**src/rtl/fetch_unit_pkg.sv**
```systemverilog
// Shared definitions for the fetch stage: opcodes, FSM state encoding, instruction field positions
// and the branch-offset helper.
package fetch_unit_pkg;

  localparam logic [7:0] OpcHalt    = 8'h00;
  localparam logic [7:0] OpcRformat = 8'h01;
  localparam logic [7:0] OpcLw      = 8'h02;
  localparam logic [7:0] OpcSw      = 8'h03;
  localparam logic [7:0] OpcJ       = 8'h04;
  localparam logic [7:0] OpcBeq     = 8'h05;
  localparam logic [7:0] OpcBne     = 8'h06;
  localparam logic [7:0] OpcAddi    = 8'h07;

  localparam int unsigned OpcMsb    = 31;
  localparam int unsigned OpcLsb    = 24;
  localparam int unsigned TargetMsb = 23;
  localparam int unsigned ImmMsb    = 15;

  typedef enum logic [1:0] {
    StIdle  = 2'd0,
    StFetch = 2'd1,
    StExec  = 2'd2,
    StHalt  = 2'd3
  } state_e;

  // Word-aligned, sign-extended branch displacement.
  function automatic logic [31:0] branch_offset(input logic [15:0] imm);
    return {{14{imm[15]}}, imm, 2'b00};
  endfunction

endpackage

```
**src/rtl/fetch_unit_if.sv**
```systemverilog
// Instruction-memory request/acknowledge bus between the fetch stage and instruction memory.
interface fetch_unit_if;
  logic        req;
  logic [31:0] addr;
  logic [31:0] rdata;
  logic        ack;

  modport master (output req, output addr, input rdata, input ack);
  modport slave  (input req, input addr, output rdata, output ack);
endinterface

```
**src/rtl/fetch_unit_next_pc_calc.sv**
```systemverilog
// Combinational next-PC selection: jump > beq > bne > sequential, all sums wrapping mod 2^32.
module fetch_unit_next_pc_calc
  import fetch_unit_pkg::*;
(
  input  logic [31:0] pc,
  input  logic [31:0] instr,
  input  logic        jump,
  input  logic        beq,
  input  logic        bne,
  input  logic        zero,
  output logic [31:0] next_pc
);

  logic [31:0] pc4;
  logic        unused_opc;

  assign pc4        = pc + 32'd4;
  assign unused_opc = ^instr[OpcMsb:OpcLsb];

  // beq shadows bne entirely when both are asserted.
  always_comb begin
    next_pc = pc4;
    if (jump) begin
      next_pc = {pc4[31:26], instr[TargetMsb:0], 2'b00};
    end else if (beq) begin
      if (zero) next_pc = pc4 + branch_offset(instr[ImmMsb:0]);
    end else if (bne) begin
      if (!zero) next_pc = pc4 + branch_offset(instr[ImmMsb:0]);
    end
  end

endmodule

```
**src/rtl/fetch_unit.sv**
```systemverilog
// Instruction fetch and PC sequencing: fetches over a req/ack bus, presents each instruction for
// one execute cycle (longer when stalled), advances the PC and counts retirements until HALT.
module fetch_unit
  import fetch_unit_pkg::*;
#(
  parameter logic [31:0] RESET_PC = 32'h0000_0000,
  parameter logic [7:0]  HALT_OPC = OpcHalt
) (
  input  logic                clk,
  input  logic                rst_n,
  fetch_unit_if.master        imem,
  output logic [31:0]         instr,
  output logic                instr_valid,
  output logic [31:0]         pc,
  input  logic                jump,
  input  logic                beq,
  input  logic                bne,
  input  logic                zero,
  input  logic                stall,
  output logic                halted,
  output logic [31:0]         retired
);

  state_e      state_q, state_d;
  logic [31:0] pc_q, instr_q, retired_q;
  logic [31:0] next_pc;
  logic        fetch_done, commit;

  // Acks outside FETCH are dropped here, which also covers a late ack after reset.
  assign fetch_done = (state_q == StFetch) && imem.ack;
  assign commit     = (state_q == StExec) && !stall;

  fetch_unit_next_pc_calc u_next_pc (
    .pc      (pc_q),
    .instr   (instr_q),
    .jump    (jump),
    .beq     (beq),
    .bne     (bne),
    .zero    (zero),
    .next_pc (next_pc)
  );

  always_ff @(posedge clk) begin
    if (!rst_n) state_q <= StIdle;
    else        state_q <= state_d;
  end

  always_comb begin
    state_d = state_q;
    unique case (state_q)
      StIdle:  state_d = StFetch;
      StFetch: begin
        if (imem.ack) begin
          state_d = (imem.rdata[OpcMsb:OpcLsb] == HALT_OPC) ? StHalt : StExec;
        end
      end
      StExec:  if (!stall) state_d = StFetch;
      StHalt:  state_d = StHalt;
      default: state_d = StIdle;
    endcase
  end

  always_comb begin
    imem.req    = 1'b0;
    instr_valid = 1'b0;
    halted      = 1'b0;
    case (state_q)
      StFetch: imem.req    = 1'b1;
      StExec:  instr_valid = 1'b1;
      StHalt:  halted      = 1'b1;
      default: ;
    endcase
  end

  always_ff @(posedge clk) begin
    if (!rst_n) begin
      pc_q      <= RESET_PC;
      instr_q   <= '0;
      retired_q <= '0;
    end else begin
      if (fetch_done) instr_q <= imem.rdata;
      if (commit) begin
        pc_q      <= next_pc;
        retired_q <= retired_q + 32'd1;
      end
    end
  end

  assign imem.addr = pc_q;
  assign instr     = instr_q;
  assign pc        = pc_q;
  assign retired   = retired_q;

endmodule

```
**src/flat_wrapper.sv**
```systemverilog
// flat-port wrapper written by rule: the top's interface ports become plain ports
module fetch_unit_flat import fetch_unit_pkg::*;
#(
  parameter logic [31:0] RESET_PC = 32'h0000_0000,
  parameter logic [7:0]  HALT_OPC = OpcHalt
)
  (clk, rst_n, instr, instr_valid, pc, jump, beq, bne, zero, stall, halted, retired, imem_req, imem_addr, imem_rdata, imem_ack);
  fetch_unit_if imem_i ();
  input  logic clk;
  input  logic rst_n;
  output logic [31:0] instr;
  output logic instr_valid;
  output logic [31:0] pc;
  input  logic jump;
  input  logic beq;
  input  logic bne;
  input  logic zero;
  input  logic stall;
  output logic halted;
  output logic [31:0] retired;
  output wire logic [$bits(imem_i.req)-1:0] imem_req;
  output wire logic [$bits(imem_i.addr)-1:0] imem_addr;
  input wire logic [$bits(imem_i.rdata)-1:0] imem_rdata;
  input wire logic [$bits(imem_i.ack)-1:0] imem_ack;
  assign imem_req = imem_i.req;
  assign imem_addr = imem_i.addr;
  assign imem_i.rdata = imem_rdata;
  assign imem_i.ack = imem_ack;
  fetch_unit #(.RESET_PC(RESET_PC), .HALT_OPC(HALT_OPC)) u_core (.clk(clk), .rst_n(rst_n), .imem(imem_i), .instr(instr), .instr_valid(instr_valid), .pc(pc), .jump(jump), .beq(beq), .bne(bne), .zero(zero), .stall(stall), .halted(halted), .retired(retired));
endmodule
```
**config.mk**
```make
export PLATFORM = sky130hd
export DESIGN_NAME = fetch_unit_flat
export DESIGN_NICKNAME = d
export VERILOG_FILES = /design/src/rtl/fetch_unit_pkg.sv /design/src/rtl/fetch_unit_if.sv /design/src/rtl/fetch_unit_next_pc_calc.sv /design/src/rtl/fetch_unit.sv /design/src/flat_wrapper.sv
export SDC_FILE = /design/constraint.sdc
export NUM_CORES = 1
export LEC_CHECK = 0
export ABC_AREA = 1
export CAP_MARGIN = 20
export CELL_PAD_IN_SITES_DETAIL_PLACEMENT = 1
export CELL_PAD_IN_SITES_GLOBAL_PLACEMENT = 2
export CORE_UTILIZATION = 29
export CTS_CLUSTER_DIAMETER = 100
export DETAILED_ROUTE_END_ITERATION = 7
export HOLD_SLACK_MARGIN = 0.05
export PLACE_DENSITY = 0.88
export SYNTH_ARGS = -nofsm -noshare
export SYNTH_HDL_FRONTEND = slang
export SYNTH_SLANG_ARGS = --single-unit
```
**constraint.sdc**
```tcl
create_clock -name clk -period 5 [get_ports clk]
set_clock_uncertainty 0.2 [all_clocks]
set_input_delay 1 -clock clk [delete_from_list [all_inputs] [get_ports clk]]
set_output_delay 1 -clock clk [all_outputs]
set_load 0.005 [all_outputs]
```
==> results.sh, run 1 <==
export IMPL_syn_cell_area_um2=7200
export IMPL_clock_root_buffer="clkbuf_16"
export IMPL_first_pass_iters=4
export IMPL_min_path_type="reg2reg"
export IMPL_fillCellCount=3135
export IMPL_grt_pass1_wl_um=43800
export IMPL_synthDistinctLibCells=41
export IMPL_drv_cap=0
export IMPL_viasPerCell=4.93
export IMPL_ir_drop_v=0.000145
export IMPL_path_max_fanout=7
export IMPL_finalCritPeriodShare_pct=81.1
export IMPL_ys_seq_area_share_pct=26.7
export IMPL_grt_pass1_vias=8093
export IMPL_vias=7886
export IMPL_placementRows=57
export IMPL_h_tree_depth=3
export IMPL_start_kind="flip-flop"
export IMPL_numCtsBuffers=9
export IMPL_postCtsHoldBufs=0
export IMPL_drt_first_iter_violations=278
export IMPL_p_per_area_nw_per_um2=203
export IMPL_setup_viol=0
export IMPL_ant_nets=0
export IMPL_status="complete, no violations"
export IMPL_slew_headroom_pct=29.0
export IMPL_worst_slew_pin_slew_ns=1.06
export IMPL_syn_inst=1147
export IMPL_synth_edf_count=0
export IMPL_post_synth_cell_area_avg_um2=6.28
export IMPL_setup_slack_ns=0.945
export IMPL_ios=171
export IMPL_timing_hold_violations_final=0
export IMPL_antenna_found_initial=1
export IMPL_dieArea_um2=25500
export IMPL_clock_fmax_mhz=247
export IMPL_die_w_um=160
export IMPL_ys_warn_count=0
export IMPL_pre_cts_slack_ns=0.937
export IMPL_rsz0062_at_grt="false"
export IMPL_grt_remaining_overflow=0
export IMPL_core_area_um2=24300
export IMPL_grt_max_degree=54
export IMPL_synth_top_cell_area_share_pct=26.7
export IMPL_arrival_ns=4.06
export IMPL_clkLatencyLatePin_ns=0.37
export IMPL_dieHeight_um=160
export IMPL_path_clk_slew_ns=0.09
export IMPL_criticalPathCategory="reg2reg"
export IMPL_cts_tree="yes"
export IMPL_gp_congestion=0.913
export IMPL_regArea_um2=1920
export IMPL_synth_seq_cells=96
export IMPL_wl_um=27700
export IMPL_synth_area_top_cells="dfxtp_1 27%, nand2_1 15%, a21oi_1 10%"
export IMPL_cts_sinks=96
export IMPL_track_usage_pct=21.7
export IMPL_layout_drive_gt1_share_pct=4.39
export IMPL_setup_tns_ns=0
export IMPL_critPathCaptureType="flip-flop"
export IMPL_synth_async_reset_ratio_pct=0
export IMPL_slew_viol_final=0
export IMPL_ctsResizeCount=0
export IMPL_n_antenna_cell=0
export IMPL_cts_buffer_depth=2
export IMPL_yosys_area_top_type="dfxtp_1"
export IMPL_multi_input_area_um2=4410
export IMPL_fin_crit_ns=4.05
export IMPL_synth_ff_type="dfxtp_1"
export IMPL_routedWlPerCell_um=17.3
export IMPL_cts_setup_buffers=0
export IMPL_start_util_pct=29.6
export IMPL_place_hpwl_um=21700
export IMPL_critPathRequiredTime_ns=5.00
export IMPL_p_leak_nw=3.64
export IMPL_area_delta_synth_final_pct=29.4
export IMPL_io_buffers=166
export IMPL_route_detailed_drc=0
export IMPL_nets=1351
area by class of cell:
class | instances | area share [%]
Clock inverter | 7 | 1.02
Tap cell | 324 | 4.35
Multi-Input combinational cell | 853 | 47.4
Inverter | 133 | 5.36
Clock buffer | 9 | 2.42
Timing Repair Buffer | 179 | 18.9
Sequential cell | 96 | 20.6
logic make-up after synthesis:
logic type / share of synthesized area (%)
and+or+nand+nor: 32.2
AOI/OAI and AO/OA: 17.5
buffers and inverters: 12.3
DFF: 26.7
adders and majority gates: 6.88
xor gates and xnor gates: 4.38
other: 0.0521
power by group:
part | total, mW | switching [mW] | internal [mW] | leakage [nW]
combinational | 0.300 | 0.166 | 0.133 | 2.70
clock | 0.773 | 0.368 | 0.405 | 0.157
sequential | 0.818 | 0.0326 | 0.786 | 0.778
flip-flops by register name, summed over array words and instances (netlist names):
| signal | count |
|---|---|
| u_core.imem.addr | 30 |
| u_core.instr | 32 |
| u_core.retired | 32 |
| u_core.state_q | 2 |
per-layer routing:
layer	global-route usage, %	vias up	routed length [um]
li1	-	3970	-
met1	27.1	3762	12800
met2	37.6	133	13300
met3	4.32	19	1290
met4	6.08	2	285
met5	0	-	17
stage by stage:
| step | power [mW] | utilization, % | std cells | hold slack (ns) | cell area [um2] |
|---|---|---|---|---|---|
| 3_3_place_gp | 1.13 | 37.0 | 1585 | 0.250 | 9000 |
| 5_1_grt | 1.97 | 38.3 | 1601 | 0.295 | 9320 |
| 2_1_floorplan | 0.986 | - | 1150 | 0.257 | 7210 |
| 4_1_cts | 1.91 | 38.3 | 1601 | 0.269 | 9320 |
| 6_report | 1.89 | 38.3 | 1601 | 0.266 | 9320 |
| 3_5_place_dp | 1.14 | 37.0 | 1585 | 0.256 | 9000 |
synth_stat cells (all sizes together), types with 8 or more instances:
library cell / n
nor3: 26
clkbuf: 30
o21ai: 69
ha: 38
buf: 38
a21oi: 146
xnor2: 8
o211ai: 9
nand2: 285
nand4: 17
nor4: 10
inv: 132
nor2: 104
nand3: 78
xor2: 28
dfxtp: 96
path summary, 6_finish.rpt:
check,endpoint,start,cells after the start,slack [ns]
setup / recovery,u_core.imem.addr[30],u_core.imem.addr[2],18,0.95
hold / removal,u_core.instr[30],u_core.instr[30],2,0.27
setup reg to reg,u_core.imem.addr[30],u_core.imem.addr[2],18,0.95
hold reg to reg,u_core.instr[30],u_core.instr[30],2,0.27
worst max-delay path: stages, from the launching register on:
cell and delay, ns:
dfxtp_1 0.46, ha_1 0.20, inv_1 0.06, nor3_1 0.40, nand3_1 0.22, nor2_1 0.21
nand4_1 0.13, xor2_1 0.22, inv_1 0.11, ha_1 0.38, nand2_1 0.15, nor2_1 0.17
inv_1 0.08, nor4_1 0.26, nand3_1 0.21, nand3_1 0.11, nand2_1 0.05, o21ai_0 0.20
a21oi_1 0.09
cells in the final DEF (no fill, tap or decap), types with 3 or more instances in the layout:
cell,instances
inv_1,129
clkbuf_16,9
buf_4,13
nand4_1,17
or2_2,7
o21ai_0,67
xor2_1,28
ha_1,38
nor2_2,4
o211ai_1,9
xnor2_1,8
nor3_1,23
nor2_1,98
nand3b_1,3
o21bai_1,6
inv_2,3
nand2_2,4
nand3_1,76
o21a_1,3
nand2_1,281
clkdlybuf4s50_1,166
a21oi_1,146
conb_1,4
dfxtp_1,96
nor4_1,9
(Power assumes the default switching activity.)
==> run 2: changes to the inputs <==
- CORE_UTILIZATION: 29 -> 24
- PLACE_DENSITY: 0.88 -> 0.78
- clock period: 5 -> 3.7 ns (I/O delays scaled with it)
==> run 2 against run 1 <==
  * Maximum frequency rose by 17%
  * Register-to-register slack got worse by 0.72 ns
  * Non-clock buffer count rose by 34
  * Flip-flop and latch count did not move
  * Cell area rose by 5.3%
  * Routed wire length rose by 5.2%
  * First-iteration DRC count rose by 8.3%
  * Sequential power rose by 34%
  * Critical endpoint is now u_core.imem.addr[21]
  * Largest power group unchanged
==> results.sh, run 2 (same netlist as run 1, synthesis figures left out) <==
export IMPL_status="complete, no violations"
export IMPL_n_antenna_cell=0
export IMPL_antenna_found_initial=0
export IMPL_clock_fmax_mhz=288
export IMPL_slew_headroom_pct=45.9
export IMPL_start_util_pct=24.4
export IMPL_timing_hold_violations_final=0
export IMPL_track_usage_pct=18.8
export IMPL_core_area_um2=29600
export IMPL_criticalPathCategory="reg2reg"
export IMPL_layout_drive_gt1_share_pct=9.46
export IMPL_grt_pass1_wl_um=45100
export IMPL_cts_buffer_depth=2
export IMPL_vias=7971
export IMPL_viasPerCell=4.69
export IMPL_pre_cts_slack_ns=-0.0531
export IMPL_setup_slack_ns=0.222
export IMPL_min_path_type="reg2reg"
export IMPL_p_leak_nw=3.83
export IMPL_wl_um=29200
export IMPL_final_common_cell="nand2_1"
export IMPL_area_delta_synth_final_pct=36.3
export IMPL_grt_max_degree=54
export IMPL_path_max_fanout=5
export IMPL_fin_crit_ns=3.48
export IMPL_clkLatencyLatePin_ns=0.37
export IMPL_r2r_cells=17
export IMPL_h_tree_depth=3
export IMPL_utilization_pct=33.2
export IMPL_dieHeight_um=175
export IMPL_place_hpwl_um=23100
export IMPL_p_int_mw=1.80
export IMPL_io_buffers=166
export IMPL_holdPathEnd="u_core.instr[31]"
export IMPL_layout_common_cells="281 x nand2_1, 166 x clkdlybuf4s50_1, 145 x a21oi_1"
export IMPL_grt_remaining_overflow=0
export IMPL_drv_cap=0
export IMPL_clock_root_buffer="clkbuf_16"
export IMPL_dieArea_um2=30700
export IMPL_hold_slack_ns=0.272
export IMPL_critPathCaptureType="flip-flop"
export IMPL_clock_power_share_pct=40.5
export IMPL_timing_rr_start="u_core.imem.addr[2]"
export IMPL_critPathRequiredTime_ns=3.75
export IMPL_holdPathStages=2
export IMPL_worst_slew_pin_slew_ns=0.810
export IMPL_placementRows=63
export IMPL_setup_tns_ns=0
export IMPL_rsz0062_at_grt="true"
export IMPL_arrival_ns=3.52
export IMPL_cts_sinks=96
export IMPL_ios=171
export IMPL_finalCritPeriodShare_pct=94.0
export IMPL_numCtsBuffers=9
export IMPL_hold_path_startpoint="u_core.instr[31]"
export IMPL_first_pass_iters=4
export IMPL_comb_power_share_pct=16.8
export IMPL_gp_congestion=0.891
export IMPL_route_detailed_drc=0
export IMPL_reg2reg_setup_slack_ns=0.22
export IMPL_fillCellCount=3744
export IMPL_drt_first_iter_violations=301
export IMPL_cts_tree="yes"
export IMPL_swShare_pct=30.2
export IMPL_routedWlPerCell_um=17.1
export IMPL_p_per_area_nw_per_um2=262
export IMPL_switchingPower_uw=778
export IMPL_nets=1385
export IMPL_slew_viol_final=0
export IMPL_die_w_um=175
export IMPL_p_seq_share_pct=42.7
export IMPL_start_kind="flip-flop"
export IMPL_setup_viol=0
export IMPL_grt_pass1_vias=8088
export IMPL_r2r_end="u_core.imem.addr[21]"
export IMPL_path_clk_slew_ns=0.09
export IMPL_ant_nets=0
export IMPL_ir_drop_v=0.000169
run 2: cell count changes in the layout (fill, tap and decap cells not counted), moves of 4 or more:
cell     delta
buf_4      +33
nor2_1     -10
dfxtp_1     -9
dfxtp_2     +8
nor2_2      +8
nor3_1      -4
run 2: final cells by class:
class                           count  area, um2  share of cell area, %
Clock inverter                      7       85.1                  0.867
Sequential cell                    96       1940                   19.7
Multi-Input combinational cell    853       4550                   46.4
Timing Repair Buffer              213       2030                   20.7
Tap cell                          390        488                   4.97
Clock buffer                        9        225                   2.29
Inverter                          133        499                   5.09
run 2: power groups by stage:
| stage | clock, mW | sequential [mW] | combinational [mW] |
|---|---|---|---|
| global route | 1.11 | 1.10 | 0.479 |
| global placement | 0 | 1.12 | 0.425 |
| floorplan | 0 | 1.12 | 0.215 |
| detailed placement | 0 | 1.12 | 0.431 |
| finish | 1.04 | 1.10 | 0.431 |
| CTS | 1.07 | 1.10 | 0.433 |
run 2: critical path, stage by stage (launching register included):
cell and delay [ns]:
dfxtp_2 0.37, ha_1 0.17, inv_1 0.08, nor3_4 0.25
nand3_2 0.15, nor2_1 0.17, xor2_1 0.28, ha_1 0.36
nand2_1 0.10, nand2_1 0.07, o21bai_1 0.19, o21bai_1 0.22
o21bai_1 0.20, or2_2 0.29, nand3_1 0.07, nand2_1 0.08
nand2_1 0.06, a21oi_1 0.06
run 2: stage by stage:
| step | power, mW | cells | area (um2) |
|---|---|---|---|
| floorplan | 1.33 | 1150 | 7210 |
| finish | 2.57 | 1701 | 9810 |
| detailed placement | 1.56 | 1681 | 9320 |
| global route | 2.70 | 1701 | 9810 |
| global placement | 1.55 | 1681 | 9320 |
| CTS | 2.60 | 1697 | 9650 |
run 2: per-layer routing:
layer	global-route usage, %	part of all wire, %
met5	0	0
met4	4.89	1.7
met3	3.85	5.0
met2	31.5	47
met1	24.3	47
run 2: how the worst max path moves through the flow:
stage | start | endpoint | slack (ns) | cells after the start
5_1_grt | u_core.imem.addr[10] | u_core.imem.addr[18] | -0.09 | 17
6_report | u_core.imem.addr[2] | u_core.imem.addr[21] | 0.22 | 17
2_1_floorplan | u_core.imem.addr[2] | u_core.imem.addr[30] | 0.57 | 18
3_3_place_gp | u_core.imem.addr[2] | u_core.imem.addr[21] | 0.08 | 17
4_1_cts | u_core.imem.addr[4] | u_core.imem.addr[31] | 0.02 | 23
3_5_place_dp | u_core.imem.addr[2] | u_core.imem.addr[30] | -0.05 | 18
run 2: what timing repair did:
action	CTS	global route
gates cloned	0	0
hold buffers	0	0
pin swaps	0	2
endpoints found under the setup margin	4	17
gates resized for setup	3	36
endpoints found under the hold margin	0	0
buffers inserted	0	4
